<file path="config.mk">
export PLATFORM = sky130hd
export DESIGN_NAME = pipe_stage
export DESIGN_NICKNAME = d
export VERILOG_FILES = /design/src/rtl/pipe_pkg.sv /design/src/rtl/pipe_stage_sat_counter.sv /design/src/rtl/pipe_stage.sv
export SDC_FILE = /design/constraint.sdc
export NUM_CORES = 1
export LEC_CHECK = 0
export ABC_AREA = 1
export CAP_MARGIN = 20
export CORE_UTILIZATION = 30
export DETAILED_ROUTE_END_ITERATION = 8
export MAX_ROUTING_LAYER = met4
export PLACE_DENSITY_LB_ADDON = 0.2
export SLEW_MARGIN = 20
export SYNTH_ARGS = -nofsm -noshare
export SYNTH_HDL_FRONTEND = slang
export SYNTH_SLANG_ARGS = --single-unit
</file>
<file path="constraint.sdc">
create_clock -name clk -period 3.5 [get_ports clk]
set_clock_uncertainty 0.1 [all_clocks]
set_input_delay 0.35 -clock clk [delete_from_list [all_inputs] [get_ports clk]]
set_output_delay 0.35 -clock clk [all_outputs]
set_load 0.1 [all_outputs]
</file>
<file path="src/rtl/pipe_pkg.sv">
// Shared types for the inter-stage pipeline registers of the MIPS32 core.
package pipe_pkg;

    localparam int PS_DATA_W = 32;
    localparam int PS_ADDR_W = 5;

    // Write-back beat carried across EX->MEM and MEM->WB at the core's native widths.
    typedef struct packed {
        logic [PS_DATA_W-1:0] result;
        logic [PS_ADDR_W-1:0] write_addr;
        logic                 write_enable;
    } wb_beat_t;

    // Occupancy of a stage. PS_FULL is only reachable when a skid entry exists.
    typedef enum logic [1:0] {
        PS_EMPTY = 2'd0,
        PS_ONE   = 2'd1,
        PS_FULL  = 2'd2
    } ps_state_e;

endpackage

</file>
<file path="src/rtl/pipe_stage_sat_counter.sv">
// Saturating up-counter: sticks at all-ones, cleared only by reset.
module sat_counter #(
    parameter int W = 16
) (
    input  logic         clk,
    input  logic         rst,
    input  logic         inc,
    output logic [W-1:0] count
);

    // Increment on request unless already at the ceiling.
    always_ff @(posedge clk or posedge rst) begin
        if (rst)
            count <= '0;
        else if (inc && (count != '1))
            count <= count + 1'b1;
    end

endmodule

</file>
<file path="src/rtl/pipe_stage.sv">
// Elastic pipeline-stage register with optional skid entry, flush and a
// saturating stall counter for performance debug.
module pipe_stage
    import pipe_pkg::*;
#(
    parameter int DATA_W = PS_DATA_W,
    parameter int ADDR_W = PS_ADDR_W,
    parameter int SKID   = 1,
    parameter int CNT_W  = 16
) (
    input  logic              clk,
    input  logic              rst,
    input  logic              flush,
    input  logic              in_valid,
    output logic              in_ready,
    input  logic [DATA_W-1:0] result_i,
    input  logic [ADDR_W-1:0] writeAddr_i,
    input  logic              writeEnable_i,
    output logic              out_valid,
    input  logic              out_ready,
    output logic [DATA_W-1:0] result_o,
    output logic [ADDR_W-1:0] writeAddr_o,
    output logic              writeEnable_o,
    output logic [CNT_W-1:0]  stall_cnt
);

    // Same field layout as wb_beat_t, sized by this instance's parameters.
    typedef struct packed {
        logic [DATA_W-1:0] result;
        logic [ADDR_W-1:0] write_addr;
        logic              write_enable;
    } beat_t;

    ps_state_e state;
    beat_t     main_q;
    beat_t     skid_q;
    beat_t     in_beat;
    logic      in_fire;
    logic      out_fire;

    assign in_beat   = {result_i, writeAddr_i, writeEnable_i};
    assign out_valid = (state != PS_EMPTY);
    assign in_fire   = in_valid & in_ready;
    assign out_fire  = out_valid & out_ready;

    // With a skid entry, in_ready comes straight from a flop; without it,
    // the stage passes downstream readiness through combinationally.
    if (SKID != 0) begin : g_skid_ready
        assign in_ready = (state != PS_FULL);
    end else begin : g_pass_ready
        assign in_ready = !out_valid | out_ready;
    end

    assign result_o      = main_q.result;
    assign writeAddr_o   = main_q.write_addr;
    assign writeEnable_o = main_q.write_enable;

    // Stage FSM and data entries; flush beats every handshake, and the write
    // enable is dropped whenever main stops holding a live beat.
    always_ff @(posedge clk or posedge rst) begin
        if (rst) begin
            state  <= PS_EMPTY;
            main_q <= '0;
            skid_q <= '0;
        end else if (flush) begin
            state               <= PS_EMPTY;
            main_q.write_enable <= 1'b0;
        end else begin
            case (state)
                PS_EMPTY: begin
                    if (in_fire) begin
                        main_q <= in_beat;
                        state  <= PS_ONE;
                    end
                end
                PS_ONE: begin
                    if (in_fire && out_fire) begin
                        main_q <= in_beat;
                    end else if (in_fire && (SKID != 0)) begin
                        skid_q <= in_beat;
                        state  <= PS_FULL;
                    end else if (out_fire) begin
                        main_q.write_enable <= 1'b0;
                        state               <= PS_EMPTY;
                    end
                end
                PS_FULL: begin
                    // Input is blocked here, so only the drain move applies.
                    if (out_fire) begin
                        main_q <= skid_q;
                        state  <= PS_ONE;
                    end
                end
                default: state <= PS_EMPTY;
            endcase
        end
    end

    sat_counter #(.W(CNT_W)) u_stall_cnt (
        .clk   (clk),
        .rst   (rst),
        .inc   (out_valid & !out_ready),
        .count (stall_cnt)
    );

endmodule
</file>
==> flow_summary.ini <==
[power]
peakVddDrop_mv = 0.497
combPwrFrac_pct = 52.3
p_int_mw = 2.85
p_leak_nw = 2.87
p_sw_share_pct = 51.7
sequentialPowerShare_pct = 30.4
power_density_nw_per_um2 = 962
clock_power_share_pct = 17.3
p_sw_mw = 3.05

[worst_setup_path]
path_buf_inv = 1
critPathSlowestCell = clkdlybuf4s50_1
required_ns = 3.05
crit_fanout = 6
cp_slowest_stage_delay_ns = 1.18
arrival_ns = 2.00
worst-r2r-setup-slack_ns = 1.24
path_class = flip-flop to output port
critical_path_cell_count = 1
path_delay_family = buffers and inverters
crit_chain = clkdlybuf4s50_1
cp-end-kind = output port
worstReg2RegEnd = writeAddr_o[2]$_DFFE_PP0P_
endpoint = stall_cnt[2]
start_kind = flip-flop
worst-r2r-cell-count = 9
cp-startpoint = u_stall_cnt.count[2]$_DFFE_PP0P_
reg2reg_from = state[0]$_DFFE_PP0P_

[sta]
worst_hold_slack_ns = 0.384
fin_crit_ns = 2.45
setup_viol = 0
max_slew.worst_pin.slew_ns = 1.05
setup_tns_ns = 0
slew_viol_final = 0
fmax_mhz = 408
rsz0062_at_grt = false
final.period_utilization_pct = 70.1
final-hold-violation-count = 0
max_slew_margin_pct = 29.9

[yosys]
yosysMostFrequentCell = nand2_1
yosys.area.top_type = dfrtp_1
syn_avg_cell_area_um2 = 7.70
synth.area.top_cells = dfrtp_1 50%, nand2_1 13%, o21ai_0 11%, inv_1 7.6%, nand3_1 5.2%
synthFlopType = dfrtp_1
synth_cell_type_count = 22
yosys-top-cells-count = 164 x nand2_1, 106 x o21ai_0, 95 x inv_1
synth-seq-cells = 94
yosysSeqAreaShare_pct = 50.3
synth.top_cell.area_share_pct = 50.3
synth_edf_count = 0
netlist_area_um2 = 4680
synthArstFlopShare_pct = 100
syn-instance-count = 608
synth_fp_nets = 657
ys_warn_count = 0

[drt]
dr_total_vias = 4054
drc = 0
drtIter0Drc = 296
wl_per_cell_um = 13.0
finalWirelength_mm = 11.5
ant_nets = 0
drtPass1Iterations = 5
avgViaCountPerCell = 4.58

[global_routing]
track_usage_pct = 15.8
grt_max_degree = 77
grt_pass1_wl_mm = 19.5
grt_overflow = 0
grt_pass1_vias = 4080
grt_antenna_before_repair = 0

[cells_and_area]
nets = 742
nFillCells = 1554
drive_above_1_share_pct = 5.16
area_growth_pct = 30.8
antenna_cells = 0

[clocking]
cts_tree = yes
clock_sinks = 94
ctsHoldBuffers = 0
cts_made_buffers = 9
cts_max_level = 3
clk_latency_ns = 0.34
cts_resized = 0
clk_pin_slew_worst_paths_ns = 0.06
cts_buffer_depth = 2
post_cts_buffers = 0
cts_root_buf = clkbuf_16

[floorplan]
dieArea_um2 = 16100
rows = 45
core_um2 = 15200
die_w_um = 127
boundaryPins = 99
die_height_um = 127
start_util_pct = 30.8

[min_path]
hp-class = flip-flop to flip-flop

[place]
port_buffers = 98
dp_hpwl_mm = 7.50
gp_congestion = 0.839

[flow_run]
cap_violations = 0

[outcome]
outcome = finished clean
==> cell usage in the layout, fill, tap and decap left out <==
master,synthesis,layout
a21oi_1,2,2
buf_12,0,1
buf_4,0,7
bufinv_16,0,1
clkbuf_16,0,9
clkbuf_8,0,3
clkdlybuf4s50_1,0,96
clkinv_2,0,1
clkinvlp_4,0,1
dfrtp_1,94,94
ha_1,6,5
ha_2,0,1
inv_1,95,94
inv_2,1,1
inv_4,1,2
nand2_1,164,163
nand2_2,3,4
nand2_4,1,1
nand3_1,49,49
nand4_1,6,6
nor2_1,25,24
nor2_2,0,1
nor2_4,2,2
o21ai_0,106,106
o21ai_1,14,14
o21ai_4,1,1
xnor2_1,7,7
xor2_1,1,1
==> per-layer routing <==
layer  vias to the layer above  global-route usage [%]  routed length (um)
met5                         -                       -                   0
met3                        14                    4.22                 612
met4                         0                    5.53                 167
met1                      1876                    19.2                5480
met2                        95                    25.1                5240
li1                       2069                       -                   -
==> flip-flops by register name, summed over array words and instances (netlist names) <==
name	cells
state	2
u_stall_cnt.count	16
result_o	32
writeEnable_o	1
writeAddr_o	5
skid_q	38
==> power groups by stage <==
stage	sequential (mW)	combinational (mW)	clock (mW)
after CTS	1.79	3.11	1.05
after global placement	1.79	3.07	0
after detailed placement	1.81	3.10	0
after floorplan	3.30	0.856	0
final	1.79	3.08	1.02
after global routing	1.85	3.30	1.09
==> cells by family (layout without fill, tap and decap cells) <==
logic type               after synthesis  after routing  synth area share [%]
AND/OR/NAND/NOR                      250            250                  22.3
buffers and inverters                127            216                  10.9
AO/OA/AOI/OAI                        123            123                  13.4
flip-flops                            94             94                  50.3
XOR/XNOR                               8              8                  1.50
adder cells (fa/ha/maj)                6              6                  1.60
==> final cells by class <==
type | count | area [um2] | area share (%)
repair buffers | 104 | 1030 | 16.9
clock buffers | 12 | 267 | 4.35
inverters | 97 | 369 | 6.03
clock inverters | 3 | 42.5 | 0.695
well taps | 188 | 235 | 3.84
multi-input cells | 387 | 1820 | 29.8
flip-flops and latches | 94 | 2350 | 38.4
==> metrics by stage <==
stage | utilization [%] | area [um2] | worst slack, ns | cells | power, mW
final | 40.3 | 6120 | 1.05 | 885 | 5.89
after global routing | 40.3 | 6120 | 0.980 | 885 | 6.23
after CTS | 40.3 | 6120 | 1.03 | 885 | 5.95
after detailed placement | 38.2 | 5810 | 1.23 | 870 | 4.91
after global placement | 38.2 | 5810 | 1.30 | 870 | 4.87
after floorplan | - | 4680 | 0.601 | 608 | 4.15
==> worst min path at each step <==
| stage | startpoint | slack [ns] | end | depth (start not counted) |
|---|---|---|---|---|
| 6_report | result_o[15]$_DFFE_PP0P_ | 0.38 | result_o[15]$_DFFE_PP0P_ | 2 |
| 5_1_grt | skid_q[28]$_DFFE_PP0P_ | 0.41 | skid_q[28]$_DFFE_PP0P_ | 2 |
| 4_1_cts | skid_q[4]$_DFFE_PP0P_ | 0.39 | skid_q[4]$_DFFE_PP0P_ | 2 |
| 3_5_place_dp | result_o[15]$_DFFE_PP0P_ | 0.37 | result_o[15]$_DFFE_PP0P_ | 2 |
| 3_3_place_gp | skid_q[35]$_DFFE_PP0P_ | 0.37 | skid_q[35]$_DFFE_PP0P_ | 2 |
| 2_1_floorplan | skid_q[10]$_DFFE_PP0P_ | 0.35 | skid_q[10]$_DFFE_PP0P_ | 2 |
No activity file was read; power rests on OpenSTA's default activity.
